## config.mk

```make
export PLATFORM = sky130hd
export DESIGN_NAME = av_pause_menu_ctrl
export DESIGN_NICKNAME = d
export VERILOG_FILES = /design/src/rtl/av_pause_menu_ctrl.sv
export SDC_FILE = /design/constraint.sdc
export NUM_CORES = 1
export LEC_CHECK = 0
export ABC_AREA = 1
export ABC_CLOCK_PERIOD_IN_PS = 1300
export BUFFER_PORTS_ARGS = -buffer_cell sky130_fd_sc_hd__buf_2
export CORE_AREA = 2 2 113 115
export DETAILED_ROUTE_END_ITERATION = 7
export DIE_AREA = 0 0 115 117
export PLACE_DENSITY_LB_ADDON = 0.08
export SLEW_MARGIN = 10
export SYNTH_ARGS = -nofsm -noshare
export SYNTH_HDL_FRONTEND = slang
export SYNTH_SLANG_ARGS = --single-unit
```

## constraint.sdc

```tcl
create_clock -name clk65 -period 1.3 [get_ports clk65]
set_input_delay 0.065 -clock clk65 [delete_from_list [all_inputs] [get_ports clk65]]
set_output_delay 0.065 -clock clk65 [all_outputs]
set_load 0.01 [all_outputs]
```

## src/rtl/av_pause_menu_ctrl.sv

```systemverilog
// ---------------------------------------------------------------------------
// av_pause_menu_ctrl
//
// Upstream control stage for the menu overlay renderer. Conditions four raw
// pushbuttons into press events, then runs a play/menu state machine. All
// state changes happen only on the frame-boundary cycle (hcount==0 and
// vcount==0), so the overlay never changes mid-frame.
//
// Ports:
//   clk65         65 MHz pixel clock, the only clock
//   reset_n       asynchronous active-low reset
//   hcount        current pixel column from the XVGA timing generator
//   vcount        current pixel row from the XVGA timing generator
//   btn_start     raw pushbutton, asynchronous, active-high
//   btn_up        raw pushbutton, asynchronous, active-high
//   btn_down      raw pushbutton, asynchronous, active-high
//   btn_select    raw pushbutton, asynchronous, active-high
//   pause         1 while the menu is shown
//   menu_sel      highlighted menu item (0 Resume, 1 Restart, 2 Quit)
//   resume_pulse  one-cycle strobe: game continues
//   restart_pulse one-cycle strobe: game restarts
//   quit_pulse    one-cycle strobe: return to song select
// ---------------------------------------------------------------------------
module av_pause_menu_ctrl #(
  parameter int DEBOUNCE_CYCLES = 650000,
  parameter int CNT_W           = 20,
  parameter int NUM_ITEMS       = 3
) (
  input  logic        clk65,
  input  logic        reset_n,
  input  logic [10:0] hcount,
  input  logic [9:0]  vcount,
  input  logic        btn_start,
  input  logic        btn_up,
  input  logic        btn_down,
  input  logic        btn_select,
  output logic        pause,
  output logic [1:0]  menu_sel,
  output logic        resume_pulse,
  output logic        restart_pulse,
  output logic        quit_pulse
);

  // Button indices into the per-button vectors.
  localparam int B_START  = 0;
  localparam int B_UP     = 1;
  localparam int B_DOWN   = 2;
  localparam int B_SELECT = 3;

  localparam logic [CNT_W-1:0] CNT_LAST = CNT_W'(DEBOUNCE_CYCLES - 1);
  localparam logic [CNT_W-1:0] CNT_ONE  = {{(CNT_W-1){1'b0}}, 1'b1};
  localparam logic [1:0]       SEL_LAST = 2'(NUM_ITEMS - 1);

  typedef enum logic [0:0] {
    ST_PLAY = 1'b0,
    ST_MENU = 1'b1
  } state_t;

  logic [3:0]       raw_s;
  logic [3:0]       sync1_r;
  logic [3:0]       sync2_r;
  logic [3:0]       deb_r;
  logic [3:0]       press_r;
  logic [3:0]       pend_r;
  logic [CNT_W-1:0] cnt_r [4];
  logic             fb_s;
  logic [1:0]       sel_up_s;
  logic [1:0]       sel_dn_s;
  state_t           state_r;

  assign raw_s = {btn_select, btn_down, btn_up, btn_start};
  assign fb_s  = (hcount == 11'd0) && (vcount == 10'd0);

  // Synchronise and debounce each button; press_r pulses on a debounced 0->1.
  always_ff @(posedge clk65 or negedge reset_n) begin
    if (!reset_n) begin
      sync1_r <= 4'b0000;
      sync2_r <= 4'b0000;
      deb_r   <= 4'b0000;
      press_r <= 4'b0000;
      for (int i = 0; i < 4; i++) begin
        cnt_r[i] <= {CNT_W{1'b0}};
      end
    end else begin
      sync1_r <= raw_s;
      sync2_r <= sync1_r;
      for (int i = 0; i < 4; i++) begin
        if (sync2_r[i] == deb_r[i]) begin
          cnt_r[i]   <= {CNT_W{1'b0}};
          press_r[i] <= 1'b0;
        end else if (cnt_r[i] == CNT_LAST) begin
          // Level has differed long enough: accept it.
          deb_r[i]   <= sync2_r[i];
          cnt_r[i]   <= {CNT_W{1'b0}};
          press_r[i] <= sync2_r[i];
        end else begin
          cnt_r[i]   <= cnt_r[i] + CNT_ONE;
          press_r[i] <= 1'b0;
        end
      end
    end
  end

  // Latch presses until the frame boundary; a press landing on fb is kept.
  always_ff @(posedge clk65 or negedge reset_n) begin
    if (!reset_n) begin
      pend_r <= 4'b0000;
    end else if (fb_s) begin
      pend_r <= press_r;
    end else begin
      pend_r <= pend_r | press_r;
    end
  end

  // Wrapping cursor neighbours for up/down navigation.
  always_comb begin
    sel_up_s = 2'd0;
    sel_dn_s = 2'd0;
    if (menu_sel == 2'd0) begin
      sel_up_s = SEL_LAST;
    end else begin
      sel_up_s = menu_sel - 2'd1;
    end
    if (menu_sel >= SEL_LAST) begin
      sel_dn_s = 2'd0;
    end else begin
      sel_dn_s = menu_sel + 2'd1;
    end
  end

  // Play/menu state machine, acting on pending flags only at frame boundary.
  always_ff @(posedge clk65 or negedge reset_n) begin
    if (!reset_n) begin
      state_r       <= ST_PLAY;
      pause         <= 1'b0;
      menu_sel      <= 2'd0;
      resume_pulse  <= 1'b0;
      restart_pulse <= 1'b0;
      quit_pulse    <= 1'b0;
    end else begin
      resume_pulse  <= 1'b0;
      restart_pulse <= 1'b0;
      quit_pulse    <= 1'b0;
      if (fb_s) begin
        case (state_r)
          ST_PLAY: begin
            if (pend_r[B_START]) begin
              state_r  <= ST_MENU;
              pause    <= 1'b1;
              menu_sel <= 2'd0;
            end else begin
              state_r <= ST_PLAY;
            end
          end
          ST_MENU: begin
            if (pend_r[B_SELECT]) begin
              case (menu_sel)
                2'd1:    restart_pulse <= 1'b1;
                2'd2:    quit_pulse    <= 1'b1;
                default: resume_pulse  <= 1'b1;
              endcase
              state_r <= ST_PLAY;
              pause   <= 1'b0;
            end else if (pend_r[B_START]) begin
              resume_pulse <= 1'b1;
              state_r      <= ST_PLAY;
              pause        <= 1'b0;
            end else if (pend_r[B_UP] && !pend_r[B_DOWN]) begin
              menu_sel <= sel_up_s;
            end else if (pend_r[B_DOWN] && !pend_r[B_UP]) begin
              menu_sel <= sel_dn_s;
            end else begin
              menu_sel <= menu_sel;
            end
          end
          default: begin
            state_r <= ST_PLAY;
            pause   <= 1'b0;
          end
        endcase
      end else begin
        state_r <= state_r;
      end
    end
  end

endmodule
```

==> key figures, run 1 <==
Synthesis
  • Yosys warnings: 0
  • Synth cell types: 32
  • Synth Area in Simple Gates: 38.85%
  • Yosys reg bits: 107
  • Post-synthesis compound-gate area fraction: 3.052%
  • Largest family of logic cells by synthesized area: simple AND/OR/NAND/NOR gates
  • Mapped Nets: 843
  • Adder-cell share of the synthesized area: 1.473%
  • Seq/Total Area, Yosys: 45.04%
  • Mux share of post-synthesis cell area: 0%
  • Syn_area_per_cell: 7.348 µm²
  • Post-synthesis cell area: 0.005944 mm²
  • Post-Syn Instances: 809
  • Xor/xnor cell area share of the yosys netlist: 5.388%

Setup path
  • Crit Path Class: flip-flop to flip-flop
  • Critical path capture point type: flip-flop
  • CP Max Fanout: 4
  • Slowest cell on crit path: dfrtp_1
  • CP Launch Type: flip-flop
  • WP depth: 6
  • CP top delay family: simple AND/OR/NAND/NOR gates
  • FF-to-FF path depth: 6
  • Max incr delay on CP: 400 ps
  • Worst EP required: 1540 ps
  • Arrival time worst endpoint: 1640 ps
  • Cell chain of the critical path: ha_4, nand2_4, nor2_4, nand3_4, o21ai_1, a21oi_2
  • R2R setup slack: -100 ps
  • CP Buf/Inv Count: 0

Status
  • Status: finished with violations
  • Failing checks: setup timing

Timing
  • Final Hold Vio Count: 0
  • RSZ-0062 raised after global routing: true
  • Fmax: 715.3 MHz
  • Final WS setup: -98.10 ps
  • Final number of setup-violating endpoints: 31
  • Worst Tran Pin Value: 411.0 ps
  • Final Cycle Share: 107.5%
  • Slew HR: 72.60%
  • Setup Skew: 7.768 ps
  • Final min period: 1398 ps
  • Pins over their slew limit: 0

Global route
  • Largest net degree at the start of global routing: 30
  • Remaining global-route overflow: 0
  • Initial antenna violation count: 0
  • Total GRT Usage: 22.57%
  • Vias in the first global route: 5392
  • First-pass GRT wire length: 24450 µm

Placement
  • Port Buf Inserts: 32
  • DP Wirelength: 10570 µm
  • GP Congestion: 0.9132
  • Setup WS pre-CTS: -132.4 ps
  • Placed Instance Area: 0.006972 mm²

Final layout
  • Layout cells sized above 1: 39.94%
  • Area occupied by multi-input gates: 0.003755 mm²
  • Nets@finish: 1008
  • Commonest cells after routing, fill and taps aside: nand2_1, nor2_1, buf_4
  • Most common cell after layout, fill and taps aside: nand2_1
  • Area Growth Syn to Fin: 43.17%
  • Filler cell count: 949
  • # diodes: 0
  • Final core occ: 69.13%
  • Register area: 0.002705 mm²
  • Fin area: 0.008511 mm²

Pwr
  • Combinational fraction of design power: 6.2%
  • Clock network power share: 42.3%
  • Max VDD drop: 0.9304 mV
  • Internal power: 5074 µW
  • P_sw: 1567 µW
  • Flop pwr share: 51.5%
  • Lkg Pwr: 0.003926 µW
  • Cell Pwr Density: 780.4 mW/mm²
  • Pwr Total: 6642 µW
  • Sw Share: 23.60%

Route
  • Vias: 5766
  • Number of DRC markers in iteration 0: 365
  • Routed wire per std cell: 13.73 µm
  • Via density: 5.107
  • Antenna Violating Nets Remaining: 0
  • Routed WL: 15510 µm
  • Drt first pass iters: 5
  • Residual DRC: 0

Hold path
  • Worst Hold Path Cells: 6
  • Min-delay worst type: input pin to flip-flop

Clocking
  • Worst-skew pair later-pin latency: 350 ps
  • CTS tree: yes
  • CTS Buffer Depth: 2
  • Clock Sinks: 107
  • Clock root cell: clkbuf_16
  • Clock transition at path regs: 80 ps
  • Total CTS buffers: 9
  • H-tree depth: 3

Floorplan
  • I/O pin cnt: 33
  • Initial cell density of the core: 48.28%
  • Chip width: 115 µm
  • Die Ht: 117 µm
  • Core Footprint: 0.01231 mm²
  • Num rows: 41
  • Die ar.: 0.01346 mm²

Flow run
  • Max-cap viol count: 0
## worst min-delay path: cells and delay by family
family / cells / cell delay, ps
buffers and inverters: 1 / 80
and+or+nand+nor: 5 / 350
## worst paths after layout
| check | startpoint | to |
|---|---|---|
| min in group asynchronous | reset_n | restart_pulse |
| hold / removal | hcount[2] | quit_pulse |
| hold reg to reg | sync1_r[0] | sync2_r[0] |
| max in group asynchronous | reset_n | cnt_r[50] |
| setup reg to reg | cnt_r[60] | cnt_r[78] |
| setup / recovery | cnt_r[60] | cnt_r[78] |
## stage by stage
step	cells	TNS [ps]	hold slack [ps]
2_1_floorplan	809	0	-230.6
3_3_place_gp	1076	-1756	18.65
3_5_place_dp	1076	-3281	25.56
4_1_cts	1105	-257.0	157.4
5_1_grt	1129	-5678	176.6
6_report	1129	-1224	173.8
## logic make-up after synthesis
kind of cell | count (synthesis)
flip-flops | 107
AND/OR/NAND/NOR | 530
adder cells (fa/ha/maj) | 7
XOR/XNOR | 34
AO/OA/AOI/OAI | 33
buffers and inverters | 98
## state kept, by name (all words and copies together) (netlist names)
signal,flops
cnt_r,80
state_r,1
sync1_r,4
quit_pulse,1
press_r,4
sync2_r,4
resume_pulse,1
pause,1
deb_r,4
menu_sel,2
restart_pulse,1
pend_r,4
## synthesized netlist by cell type
master	instances	area share (%)
nor2_1	205	13
nand2_1	185	12
dfrtp_1	107	45
inv_1	91	5.7
nand3_1	61	5.1
xor2_1	20	2.9
nor3_1	17	1.4
nand2_2	14	1.5
nor2_2	14	1.5
nand4_1	13	1.4
a21oi_1	12	1.0
o21ai_0	12	1.0
xnor2_1	11	1.6
ha_1	7	1.5
inv_2	6	0.38
nand3_2	5	0.84
nor2_4	5	0.95
o21bai_1	4	0.51
xor2_2	3	0.82
a211oi_1	2	0.25
nand2_4	2	0.38
nor3b_1	2	0.25
o21ai_1	2	0.17
a31oi_1	1	0.11
and2_0	1	0.11
and2_1	1	0.11
clkbuf_1	1	0.063
nand3b_1	1	0.13
nor3_2	1	0.17
nor3b_2	1	0.21
nor4_1	1	0.11
or2_0	1	0.11
## power groups by stage
stage / Sequential, µW / Combinational (µW) / Clock [µW]
5_1_grt: 3420 / 460 / 3030
2_1_floorplan: 3470 / 108 / 0
6_report: 3420 / 409 / 2810
3_3_place_gp: 3460 / 320 / 0
4_1_cts: 3400 / 358 / 2920
3_5_place_dp: 3460 / 329 / 0
## metal layers
| metal | global-route usage (%) | vias to the layer above | part of all wire (%) |
|---|---|---|---|
| li1 | - | 2852 | - |
| met1 | 28.62 | 2753 | 43 |
| met2 | 38.78 | 128 | 51 |
| met3 | 4.480 | 33 | 3.4 |
| met4 | 7.791 | 0 | 2.2 |
| met5 | 0 | - | 0 |
## final cells by class
class                           count  share of cell area (%)
Tap cell                          150                   2.205
Clock buffer                        9                   2.646
Multi-Input combinational cell    604                   44.12
Sequential cell                   107                   31.78
Inverter                           97                   4.366
Timing Repair Buffer              155                   13.95
Clock inverter                      7                  0.9262
## repair_timing
item | CTS | global route
endpoints found under the hold margin | 85 | 0
endpoints found under the setup margin | 62 | 82
hold buffers | 5 | 0
buffers inserted | 8 | 26
pin swaps | 19 | 77
gates resized for setup | 49 | 217
Note: power is estimated with default switching activity, not from simulation.
==> run 2, diff against run 1 <==
- ABC_CLOCK_PERIOD_IN_PS: 1300 -> 1500
- clock period: 1.3 -> 1.5 ns (I/O delays scaled with it)
==> key figures, run 2 (same netlist as run 1, synthesis figures left out) <==
Status
  • Status: completed

Floorplan
  • Die ar.: 0.01346 mm²
  • Initial cell density of the core: 48.28%
  • Num rows: 41
  • Core Footprint: 0.01231 mm²
  • I/O pin cnt: 33
  • Chip width: 115 µm
  • Die Ht: 117 µm

Final layout
  • Nets@finish: 913
  • Max FFs per register: 80
  • Most common cell after layout, fill and taps aside: nor2_1
  • Fin cells: 1034
  • Area Growth Syn to Fin: 16.40%
  • Layout cells sized above 1: 15.72%
  • Fin area: 0.006919 mm²
  • # diodes: 0
  • Top reg by flops: cnt_r
  • Commonest cells after routing, fill and taps aside: nor2_1, nand2_1, dfrtp_1

Route
  • Vias: 5171
  • Antenna Violating Nets Remaining: 0
  • Residual DRC: 0
  • Routed WL: 13200 µm
  • Routed wire per std cell: 12.76 µm
  • Via density: 5.001
  • Drt first pass iters: 5
  • Number of DRC markers in iteration 0: 426

Timing
  • Final Cycle Share: 93.80%
  • Fmax: 710.7 MHz
  • Setup Skew: 7.207 ps
  • Pins over their slew limit: 0
  • Final min period: 1407 ps
  • Final Hold Vio Count: 0
  • Slew HR: 70.43%
  • Final number of setup-violating endpoints: 0
  • Worst Tran Pin Value: 443.5 ps

Placement
  • DP Wirelength: 9937 µm
  • Cells after DPL: 1011
  • Port Buf Inserts: 32
  • Placed Instance Area: 0.006486 mm²
  • GP Congestion: 0.9154

Pwr
  • Clock network power share: 40.7%
  • Internal power: 4159 µW
  • P_sw: 1263 µW
  • Flop pwr share: 54.4%
  • Lkg Pwr: 0.003229 µW
  • Sw Share: 23.29%
  • Max VDD drop: 0.6574 mV
  • Combinational fraction of design power: 5.0%
  • Cell Pwr Density: 783.6 mW/mm²

Clocking
  • Clock transition at path regs: 70 ps
  • Worst-skew pair later-pin latency: 350 ps
  • CTS Buffer Depth: 2
  • Clock root cell: clkbuf_16
  • Clock Sinks: 107
  • Total CTS buffers: 9
  • H-tree depth: 3
  • CTS tree: yes

Global route
  • First-pass GRT wire length: 22870 µm
  • Initial antenna violation count: 0
  • Vias in the first global route: 5037
  • Largest net degree at the start of global routing: 31
  • Total GRT Usage: 21.26%
  • Remaining global-route overflow: 0

Setup path
  • Max incr delay on CP: 360 ps
  • Arrival time worst endpoint: 1650 ps
  • Slowest cell on crit path: dfrtp_1
  • Crit Path Class: flip-flop to flip-flop
  • Cell chain of the critical path: ha_2, nand2_4, inv_2, nand2_1, nor2_1, nand3_2, nand2_4, nor2_1
  • CP Max Fanout: 7
  • Critical path capture point type: flip-flop
  • CP Launch Type: flip-flop
  • Worst EP required: 1740 ps

Flow run
  • Max-cap viol count: 0

Hold path
  • Min-delay worst type: input pin to flip-flop
-- run 2: area by class of cell --
class	count	area, µm²
Inverter	97	364.1
Fill cell	1158	5393
Clock buffer	10	229.0
Multi-Input combinational cell	604	2994
Timing Repair Buffer	60	422.9
Sequential cell	107	2680
Tap cell	150	187.7
Clock inverter	6	41.29
-- run 2: metrics by stage --
stage	TNS, ps	setup slack [ps]	hold slack (ps)	util (%)	power (µW)
2_1_floorplan	0	184.4	-220.6	-	3096
3_5_place_dp	0	30.87	52.77	52.68	3263
4_1_cts	0	9.391	163.8	55.28	5498
5_1_grt	-18.82	-11.92	208.0	56.20	5667
6_report	0	92.93	183.7	56.20	5422
3_3_place_gp	0	37.85	50.21	52.68	3257
-- run 2: worst paths after layout --
| path | slack [ps] | endpoint | startpoint | cells after the start |
|---|---|---|---|---|
| setup / recovery | 90 | cnt_r[71] | cnt_r[61] | 8 |
| max in group asynchronous | 770 | cnt_r[58] | reset_n | 3 |
| hold / removal | 180 | quit_pulse | hcount[7] | 6 |
| min in group asynchronous | 220 | cnt_r[4] | reset_n | 2 |
| setup reg to reg | 90 | cnt_r[71] | cnt_r[61] | 8 |
| hold reg to reg | 350 | sync2_r[1] | sync1_r[1] | 0 |
-- run 2: metal layers --
layer | wire, µm | vias to the layer above | global-route usage, %
li1 | - | 2661 | -
met1 | 6037 | 2423 | 27.19
met3 | 401 | 12 | 4.119
met2 | 6634 | 75 | 36.71
met5 | 0 | - | 0
met4 | 125 | 0 | 6.586
-- run 2: power by group through the flow --
stage / combinational [µW] / clock (µW) / sequential (µW)
6_report: 269 / 2200 / 2950
5_1_grt: 311 / 2400 / 2950
4_1_cts: 268 / 2280 / 2950
3_5_place_dp: 258 / 0 / 3000
3_3_place_gp: 255 / 0 / 3000
2_1_floorplan: 92.6 / 0 / 3000
-- run 2: repair_timing --
action | CTS | global route
hold endpoints to repair | 30 | 0
setup endpoints to repair | 0 | 52
resized for setup | 0 | 27
hold buffers | 5 | 0
setup buffers | 0 | 2
-- run 2: critical path: cells and delay by family, from the launching register on --
kind,cells,cell delay (ps)
AND/OR/NAND/NOR,6,650
flip-flops,1,360
adder cells (fa/ha/maj),1,210
buffers and inverters,1,70
==> run 3, diff against run 2 <==
- CORE_AREA: 2 2 113 115 -> 2 2 102 104
- DIE_AREA: 0 0 115 117 -> 0 0 104 106
==> key figures, run 3 (same netlist as run 1, synthesis figures left out) <==
Timing
  • Final number of setup-violating endpoints: 0
  • Final Hold Vio Count: 0
  • Final min period: 1424 ps
  • Fmax: 702.3 MHz
  • Final Cycle Share: 94.93%
  • Slew HR: 71.13%
  • Setup Skew: 11.17 ps
  • Pins over their slew limit: 0
  • Hold slack: 142.0 ps
  • Worst Tran Pin Value: 432.6 ps

Floorplan
  • Core Footprint: 0.01000 mm²
  • Chip width: 104 µm
  • I/O pin cnt: 33
  • Num rows: 37
  • Initial cell density of the core: 59.45%
  • Die Ht: 106 µm
  • Die ar.: 0.01102 mm²

Final layout
  • Area occupied by multi-input gates: 0.003002 mm²
  • Final core occ: 68.04%
  • Fin cells: 1021
  • # diodes: 0
  • Fin area: 0.006804 mm²
  • Top reg by flops: cnt_r
  • Area Growth Syn to Fin: 14.46%
  • Most common cell after layout, fill and taps aside: nor2_1
  • Register area: 0.002680 mm²
  • Max FFs per register: 80
  • Filler cell count: 874
  • Nets@finish: 914
  • Layout cells sized above 1: 15.71%
  • Commonest cells after routing, fill and taps aside: nor2_1, nand2_1, dfrtp_1

Hold path
  • Min-delay src: hcount[6]
  • WHS Endpoint: restart_pulse
  • Worst Hold Path Cells: 6
  • Min-delay worst type: input pin to flip-flop

Setup path
  • CP Launch Type: flip-flop
  • Crit Path Class: flip-flop to flip-flop
  • Arrival time worst endpoint: 1710 ps
  • Worst EP required: 1790 ps
  • RR Startpoint: cnt_r[60]
  • FF-to-FF path depth: 7
  • Critical path capture point type: flip-flop
  • R2r endpoint: cnt_r[68]
  • R2R setup slack: 80 ps
  • CP Max Fanout: 4

Global route
  • Initial antenna violation count: 0
  • Vias in the first global route: 5154
  • Total GRT Usage: 24.62%
  • First-pass GRT wire length: 21980 µm
  • Remaining global-route overflow: 0
  • Largest net degree at the start of global routing: 39

Flow run
  • Max-cap viol count: 0

Pwr
  • Max VDD drop: 0.8520 mV
  • P_sw: 1240 µW
  • Lkg Pwr: 0.003175 µW
  • Sw Share: 25.28%
  • Combinational fraction of design power: 5.4%
  • Flop pwr share: 60.2%
  • Internal power: 3664 µW
  • Clock network power share: 34.4%
  • Cell Pwr Density: 720.7 mW/mm²

Placement
  • GP Congestion: 0.9532
  • Placed Instance Area: 0.006406 mm²
  • Cells after DPL: 992
  • Port Buf Inserts: 32
  • DP Wirelength: 9481 µm

Route
  • Routed wire per std cell: 12.43 µm
  • Antenna Violating Nets Remaining: 0
  • Number of DRC markers in iteration 0: 240
  • Routed WL: 12690 µm
  • Drt first pass iters: 5
  • Via density: 5.121
  • Residual DRC: 0
  • Vias: 5229

Clocking
  • Clock transition at path regs: 100 ps
  • Clock Sinks: 107
  • CTS tree: yes
  • Clock root cell: clkbuf_8
  • CTS Buffer Depth: 2
  • H-tree depth: 3
  • Worst-skew pair later-pin latency: 390 ps
  • Total CTS buffers: 9

Status
  • Status: completed
[run 3: cell count changes in the layout (fill, tap and decap cells not counted), moves of 2 or more]
cell,before,now
buf_12,3,1
buf_4,21,24
clkbuf_16,9,0
clkbuf_8,0,9
clkinv_2,3,0
clkinv_4,2,0
clkinvlp_4,0,2
inv_8,0,2
[run 3: power groups by stage]
stage | Sequential [µW] | Combinational [µW] | Clock, µW
floorplan | 3000 | 92.6 | 0
global placement | 3000 | 238 | 0
detailed placement | 3000 | 241 | 0
CTS | 2950 | 253 | 1740
global route | 2960 | 306 | 1860
finish | 2950 | 266 | 1690
[run 3: stage by stage]
stage               worst slack (ps)  power [µW]  setup TNS [ps]
global placement               68.79        3240               0
CTS                            5.231        4941               0
finish                         76.10        4904               0
detailed placement             6.085        3246               0
global route                  -36.58        5125          -97.34
floorplan                      184.4        3096               0
[run 3: worst max path at each step]
stage | start | endpoint | slack (ps) | depth (start not counted)
after floorplan | cnt_r[40] | cnt_r[58] | 180 | 7
after global placement | cnt_r[41] | cnt_r[58] | 70 | 7
after detailed placement | cnt_r[60] | cnt_r[69] | 6 | 8
after CTS | cnt_r[41] | cnt_r[58] | 5 | 7
after global routing | cnt_r[60] | press_r[0] | -40 | 7
final | cnt_r[60] | cnt_r[68] | 80 | 7
[run 3: per-layer routing]
| layer | wire length [µm] | vias up | GRT usage (%) |
|---|---|---|---|
| met1 | 5612 | 2452 | 30.20 |
| met2 | 6320 | 104 | 42.58 |
| met3 | 554 | 17 | 5.763 |
| met4 | 202 | 0 | 9.170 |
| met5 | 0 | - | 0 |
| li1 | - | 2656 | - |
[run 3: final cells by class]
| cell class | instances | area share, % |
|---|---|---|
| clock buffer | 10 | 1.876 |
| clock inverter | 6 | 0.8091 |
| inverter | 97 | 5.351 |
| multi-input combinational | 604 | 44.12 |
| sequential | 107 | 39.39 |
| tap | 136 | 2.501 |
| timing repair buffer | 61 | 5.958 |
[run 3: worst max-delay path: stages, from the launching register on]
cell and delay (ps):
dfrtp_1 440, ha_4 170, nand2_4 70, nor2_4 170, nand2_2 100, buf_4 150, xor2_1 150, nor2_1 70
[run 3: timing repair]
item                                   in CTS  in global routing
hold buffers                                5                  0
gates resized for setup                     1                 26
setup buffers                               0                  8
endpoints found under the hold margin      81                  0
pin swaps                                   0                  8
setup endpoints to repair                   3                 52
